[src/rtl/flush_ctrl_pkg.sv]
// flush_ctrl shared types
// FSM state encodings, also used by fetch-stage assertions
package flush_ctrl_pkg;

    typedef enum logic [1:0] {
        FC_IDLE     = 2'd0,
        FC_DRAIN    = 2'd1,
        FC_REDIRECT = 2'd2
    } fc_state_e;

    localparam int PC_W = 32;

endpackage

[src/rtl/inflight_cnt.sv]
// inflight_cnt: outstanding instruction request counter
// +1 per accepted request, -1 per returned response
module inflight_cnt
    import flush_ctrl_pkg::*;
#(
    parameter int OUTST_W = 2
) (
    input  logic               clk,
    input  logic               reset,
    input  logic               inst_req_fire,
    input  logic               inst_data_ok,
    output logic [OUTST_W-1:0] cnt,
    output logic [OUTST_W-1:0] cnt_next
);

    // next count; fire and response together cancel
    always_comb begin
        cnt_next = cnt;
        if (inst_req_fire && !inst_data_ok)
            cnt_next = cnt + OUTST_W'(1);
        else if (!inst_req_fire && inst_data_ok)
            cnt_next = cnt - OUTST_W'(1);
    end

    // count register
    always_ff @(posedge clk) begin
        if (reset)
            cnt <= '0;
        else
            cnt <= cnt_next;
    end

endmodule

[src/rtl/flush_ctrl.sv]
// flush_ctrl: WB-driven pipeline flush and fetch redirect
// drains stale fetch responses, then hands pre-IF the new PC
module flush_ctrl
    import flush_ctrl_pkg::*;
#(
    parameter int OUTST_W = 2
) (
    input  logic            clk,
    input  logic            reset,
    input  logic            wb_ex,
    input  logic            ertn_flush,
    input  logic [PC_W-1:0] csr_eentry,
    input  logic [PC_W-1:0] csr_era,
    input  logic            inst_req_fire,
    input  logic            inst_data_ok,
    output logic            flush,
    output logic            fetch_stall,
    output logic            inst_discard,
    output logic            redirect_valid,
    output logic [PC_W-1:0] redirect_pc,
    input  logic            redirect_ready,
    output logic [31:0]     flush_cnt
);

    fc_state_e          state_q;
    fc_state_e          state_d;
    logic [OUTST_W-1:0] dcnt_q;
    logic [OUTST_W-1:0] dcnt_d;
    logic [OUTST_W-1:0] cnt;
    logic [OUTST_W-1:0] cnt_next;
    logic [PC_W-1:0]    tgt_q;
    logic [31:0]        fcnt_q;
    logic               trig;

    assign trig           = (wb_ex | ertn_flush) & ~reset;
    assign flush          = trig;
    assign redirect_pc    = tgt_q;
    assign flush_cnt      = fcnt_q;

    inflight_cnt #(
        .OUTST_W (OUTST_W)
    ) u_cnt (
        .clk           (clk),
        .reset         (reset),
        .inst_req_fire (inst_req_fire),
        .inst_data_ok  (inst_data_ok),
        .cnt           (cnt),
        .cnt_next      (cnt_next)
    );

    // next state and handshake outputs; a trigger overrides everything
    always_comb begin
        state_d        = state_q;
        dcnt_d         = dcnt_q;
        fetch_stall    = 1'b0;
        inst_discard   = 1'b0;
        redirect_valid = 1'b0;
        unique case (state_q)
            FC_IDLE: begin
            end
            FC_DRAIN: begin
                fetch_stall  = 1'b1;
                inst_discard = inst_data_ok;
                if (inst_data_ok) begin
                    dcnt_d = dcnt_q - OUTST_W'(1);
                    if (dcnt_q == OUTST_W'(1))
                        state_d = FC_REDIRECT;
                end else if (dcnt_q == '0) begin
                    state_d = FC_REDIRECT;
                end
            end
            FC_REDIRECT: begin
                fetch_stall    = 1'b1;
                redirect_valid = 1'b1;
                if (redirect_ready)
                    state_d = FC_IDLE;
            end
            default: state_d = FC_IDLE;
        endcase
        if (trig) begin
            dcnt_d  = cnt_next;
            state_d = (cnt_next != '0) ? FC_DRAIN : FC_REDIRECT;
        end
    end

    // state, discard count, target latch and event counter
    always_ff @(posedge clk) begin
        if (reset) begin
            state_q <= FC_IDLE;
            dcnt_q  <= '0;
            tgt_q   <= '0;
            fcnt_q  <= '0;
        end else begin
            state_q <= state_d;
            dcnt_q  <= dcnt_d;
            if (trig) begin
                tgt_q  <= wb_ex ? csr_eentry : csr_era;
                fcnt_q <= fcnt_q + 32'd1;
            end
        end
    end

endmodule
[config.mk]
export PLATFORM = sky130hd
export DESIGN_NAME = flush_ctrl
export DESIGN_NICKNAME = d
export VERILOG_FILES = /design/src/rtl/flush_ctrl_pkg.sv /design/src/rtl/inflight_cnt.sv /design/src/rtl/flush_ctrl.sv
export SDC_FILE = /design/constraint.sdc
export NUM_CORES = 1
export LEC_CHECK = 0
export ABC_AREA = 0
export BUFFER_PORTS_ARGS = -buffer_cell sky130_fd_sc_hd__buf_2
export CORE_UTILIZATION = 45
export DETAILED_ROUTE_END_ITERATION = 7
export PLACE_DENSITY = 0.74
export SYNTH_ARGS = -nofsm -noshare
export SYNTH_HDL_FRONTEND = slang
export SYNTH_SLANG_ARGS = --single-unit
[constraint.sdc]
create_clock -name clk -period 2.7 [get_ports clk]
set_input_delay 0.405 -clock clk [delete_from_list [all_inputs] [get_ports clk]]
set_output_delay 0.405 -clock clk [all_outputs]
set_load 0.01 [all_outputs]
# Word-level counts from Yosys, hierarchy flattened
# Index checks and enable logic that the tools add are counted.
# W data, S select, Z words.
[totals]
regBits = 70
latchBits = 0
ram_bits = 0
rom_bits = 0
in_bits = 71
output_inout_bits = 68
wordCells = 47
memories = 0
[classes]
addsub = 4
mul = 0
div_mod_pow = 0
magnitude_cmp = 0
n_eq_ne = 7
shift = 0
muxes = 16
bitwise_logic = 3
reduce_logical = 12
[ops]
columns = ["operator", "count"]
rows = [
  ["$add A32 B1 Y32 const B", 1],
  ["$mux W32", 1],
  ["$mux W2", 11],
  ["$ne A4 B4 Y1 const B", 2],
  ["$pmux W2 S3", 1],
  ["$reduce_bool A2 Y1", 3],
  ["$eq A2 B1 Y1 const B", 2],
  ["$logic_not A2 Y1", 2],
  ["$reduce_and A4 Y1", 1],
  ["$sub A2 B1 Y2 const B", 2],
  ["$mux W1", 3],
  ["$ne A3 B3 Y1 const B", 1],
  ["$add A2 B1 Y2 const B", 1],
  ["$eq A2 B2 Y1 const B", 1],
  ["$logic_and A1 B1 Y1", 2],
  ["$logic_not A1 Y1", 2],
  ["$ne A2 B2 Y1 const B", 1],
  ["$reduce_and A2 Y1", 1],
  ["$reduce_or A2 Y1", 1],
  ["$and A1 B1 Y1", 1],
  ["$not A1 Y1", 1],
  ["$or A1 B1 Y1", 1],
]

# Depth between registers and ports, before layout
[logic_depth]
depth_word = 7
mapped_depth = 8
ltp_nobuf = 6

# By module
# Synthesis repeated with hierarchy kept, for this count alone.
[hier_totals]
hier_cells = 395
area_unflattened_um2 = 3367.0
[by_module_without_submodules]
columns = ["mod", "n_inst", "cells_each", "area_each_um2", "seq_area_each_um2"]
rows = [
  ["flush_ctrl", 1, 384, 3254.4, 1361.3],
  ["inflight_cnt", 1, 11, 112.6, 40.0],
]

# Worst setup path after synthesis
# Ideal clock, no wire load.
[synth_timing]
kind = "input-to-reg"
startpoint = "input reset"
endpoint = "register fcnt_q[31], in the netlist flush_cnt[31]"
setup_ns = 0.121
t_arrival_ns = 1.899
t_required_ns = 2.579
path_slack_ns = 0.680
path_stages = 6
n_path_buf = 2
path_cell_list = "buf_6 > nand2b_4 > or4b_1 > buf_2 > nor4_1 > mux2_2"
[synth_between]
elab_chain_len = 2
[synth_lines]
columns = ["item", "line", "text"]
rows = [
  ["from (decl)", "flush_ctrl.sv:9", "input logic reset,"],
  ["$not A1 Y1", "flush_ctrl.sv:35", "assign trig = (wb_ex | ertn_flush) & ~reset;"],
  ["$and A1 B1 Y1", "flush_ctrl.sv:35", ""],
  ["to (signal assigned)", "flush_ctrl.sv:98", "fcnt_q <= fcnt_q + 32'd1;"],
  ["to (decl)", "flush_ctrl.sv:32", "logic [31:0] fcnt_q;"],
]
# Several ways; a longest one is shown, not always the timed one.
# A chain may end at the register's enable or synchronous reset.

# Worst setup path in the final report
[layout_timing]
startpoint = "register fcnt_q[3], in the netlist flush_cnt[3]"
endpoint = "register fcnt_q[31], in the netlist flush_cnt[31]"
[layout_between]
elab_chain_len = 1
[layout_lines]
columns = ["item", "line"]
rows = [
  ["$add A32 B1 Y32", "flush_ctrl.sv:98"],
]
# Every way passes these cells.

==> out/qor.csv <==
stage;metric;value;unit
setup_path;worst_setup_path_end_kind;flip-flop;
pwr;p_clk_share;42.1;%
sta;period_share;81.6;%
clock_network;htreeDepth;3;
placement;place_area;0.00414;sq mm
clock_network;holdBufCountCts;0;
layout;area_growth_syn_to_layout;28.3;%
detailed_routing;ant_nets;0;
logic_synthesis;synthTopCellsByArea;dfxtp_1 41%, mux2i_1 9.7%, nor2_1 8.2%;
pwr;p_leak;0.00203;uW
placement;dp_cells;614;
detailed_routing;drt-initial-drc-count;83;
logic_synthesis;synth_cell_type_count;40;
layout;instances_no_fill;630;
setup_path;cp_data_arrival_time;2440;ps
detailed_routing;routed_wl;8260;microns
clock_network;cts_buffers;9;
clock_network;cts_tree;built;
layout;fin_util;60.1;%
detailed_routing;drc;0;
setup_path;worstPathMaxFanout;14;
placement;place_congestion;0.775;
floorplan;die_area;0.00795;sq mm
pwr;p_int;1850;uW
floorplan;core;0.00729;sq mm
pwr;powerDensity;565;mW/mm^2
setup_path;path_buf_inv;0;
placement;port_buffers;138;
logic_synthesis;netlist_top_cells_count;75 x nor2_1, 70 x dfxtp_1, 49 x a21oi_1;
clock_network;clock_latency;360;ps
logic_synthesis;yosys_warnings;0;
clock_network;clk_path_buf_depth;2;
placement;hpwlAfterDp;5720;microns
sta;hold_viol_final;0;
setup_path;required;2940;ps
grt;grt_max_degree;67;
floorplan;ioPinCount;139;
detailed_routing;dr.pass1.iters;4;
hold_path;hold_path.class;primary input to flip-flop;
logic_synthesis;synthArstFlopShare;0;%
setup_path;worstPathCellList;and4_1 > or4b_1 > nor4_1 > mux2_2;
setup_path;path_class;flip-flop to flip-flop;
clock_network;path_clk_slew;80;ps
logic_synthesis;netlist_instances;401;
layout;design_area;0.00439;sq mm
setup_path;startpoint_type;flip-flop;
detailed_routing;wl_per_cell;13.1;microns
sta;slew_viol_final;0;
layout;fin_nets;604;
clock_network;post_cts_resized;0;
logic_synthesis;synth_seq_cells;70;
pwr;p_switching;627;uW
grt;grt-ovfl-total;0;
detailed_routing;routed_via_density;5.28;
sta;setup_viol;0;
logic_synthesis;synth_area_per_cell;8.52;sq um
sta;fin_tns_setup;0;ps
floorplan;die_w;89.1;microns
setup_path;critPathTopFamily;simple AND/OR/NAND/NOR gates;
logic_synthesis;synth_top_area_share;41.0;%
floorplan;start_util;46.9;%
logic_synthesis;synth_top_area_cell;dfxtp_1;
logic_synthesis;synth_nets;479;
grt;grt_pass1_vias;2965;
setup_path;cp_slowest_stage_delay;680;ps
logic_synthesis;syn_area;0.00342;sq mm
floorplan;rows;31;
grt;grt_pass1_wl;13000;microns
detailed_routing;num_vias;3326;
logic_synthesis;yosys.cell_count.top_type;nor2_1;
pwr;p_sw_share;25.3;%
setup_path;crit_slowest_cell;or4b_1;
logic_synthesis;synth_edf_count;0;
sta;fin_worst_skew;12.3;ps
logic_synthesis;synthFlopType;dfxtp_1;
logic_synthesis;seq_area_frac_synth;41.0;%
pwr;vdd_drop_max;0.319;mV
sta;slew_headroom;58.2;%
sta;min_period;2200;ps
clock_network;cts_setup_buffers;0;
sta;rsz0062_at_grt;no;
flow_run;max_cap_viol_count;0;
layout;nFillCells;706;
pwr;power_frac_seq;44.9;%
pwr;comb_power_share;13.1;%
clock_network;cts_root_buffer;clkbuf_8;
grt;grt_usage;21.3;%
floorplan;die_y;89.1;microns
sta;max_freq;0.454;GHz
sta;max_slew.worst_pin.slew;627;ps
outcome;status;finished, final reports clean;
grt;antenna_found_initial;0;
clock_network;clock_sinks;70;
layout;n_antenna_cell;0;
layout;drive_gt1_share;31.8;%
==> worst paths after layout <==
check	to	cells past startpoint	from	slack [ps]
hold / removal	redirect_pc[9]$_SDFFE_PP0P_	3	csr_eentry[9]	280
setup / recovery	flush_cnt[31]$_SDFFE_PP0P_	4	flush_cnt[3]$_SDFFE_PP0P_	500
setup reg to reg	flush_cnt[31]$_SDFFE_PP0P_	4	flush_cnt[3]$_SDFFE_PP0P_	500
hold reg to reg	flush_cnt[16]$_SDFFE_PP0P_	2	flush_cnt[16]$_SDFFE_PP0P_	500
==> worst register-to-register path: stages (launching register included) <==
cell and delay [ps]:
dfxtp_1 410, and4_1 230, or4b_1 680, nor4_1 400, mux2_2 370
==> final cells by class <==
type / instances / area, sq um / area share (%)
Clock buffer: 9 / 124 / 2.82
Clock inverter: 7 / 123 / 2.80
Inverter: 11 / 41.3 / 0.942
Multi-Input combinational cell: 289 / 1830 / 41.7
Sequential cell: 70 / 1400 / 32.0
Tap cell: 99 / 124 / 2.82
Timing Repair Buffer: 145 / 743 / 16.9
==> sequential cells by signal, indices dropped and copies added (netlist names) <==
name and cells:
flush_cnt 32, redirect_pc 32, dcnt_q 2, state_q 2, u_cnt.cnt 2
==> power by group through the flow <==
stage / combinational [uW] / clock [uW] / sequential (uW)
3_5_place_dp: 324 / 0 / 1130
4_1_cts: 327 / 1060 / 1110
3_3_place_gp: 318 / 0 / 1130
5_1_grt: 367 / 1100 / 1120
6_report: 324 / 1040 / 1110
2_1_floorplan: 188 / 0 / 1150
==> metrics by stage <==
stage / setup WS, ps / hold WS (ps) / power (uW)
after global placement: 463 / 476 / 1450
after floorplan: 680 / 482 / 1340
after global routing: 290 / 291 / 2580
after detailed placement: 398 / 489 / 1460
final: 497 / 281 / 2480
after CTS: 501 / 270 / 2500
==> cells by family after synthesis <==
group	count (synthesis)	synth area share [%]
muxes	36	10.7
xor gates and xnor gates	8	2.05
adders and majority gates	7	2.56
and+or+nand+nor	149	21.9
DFF	70	41.0
AOI/OAI and AO/OA	89	16.3
buffers and inverters	42	5.46
==> cell usage in the layout, fill, tap and decap left out, drive strengths merged, types with 5 or more instances in the layout <==
cell	count
clkbuf	9
nand3	7
dfxtp	70
or3	7
inv	11
xnor2	5
and4	5
o311ai	10
o31ai	8
a21oi	49
nor2	75
or4	9
nand4	11
mux2i	33
buf	145
o21ai	8
nand2	14
o41ai	9
ha	7
==> layer usage <==
layer  routed length, microns  track usage [%]
met1                     3610             24.8
met2                     3960             36.3
met3                      502             5.45
met4                      195             11.1
met5                        0                0
Note: power is estimated with default switching activity, not from simulation.
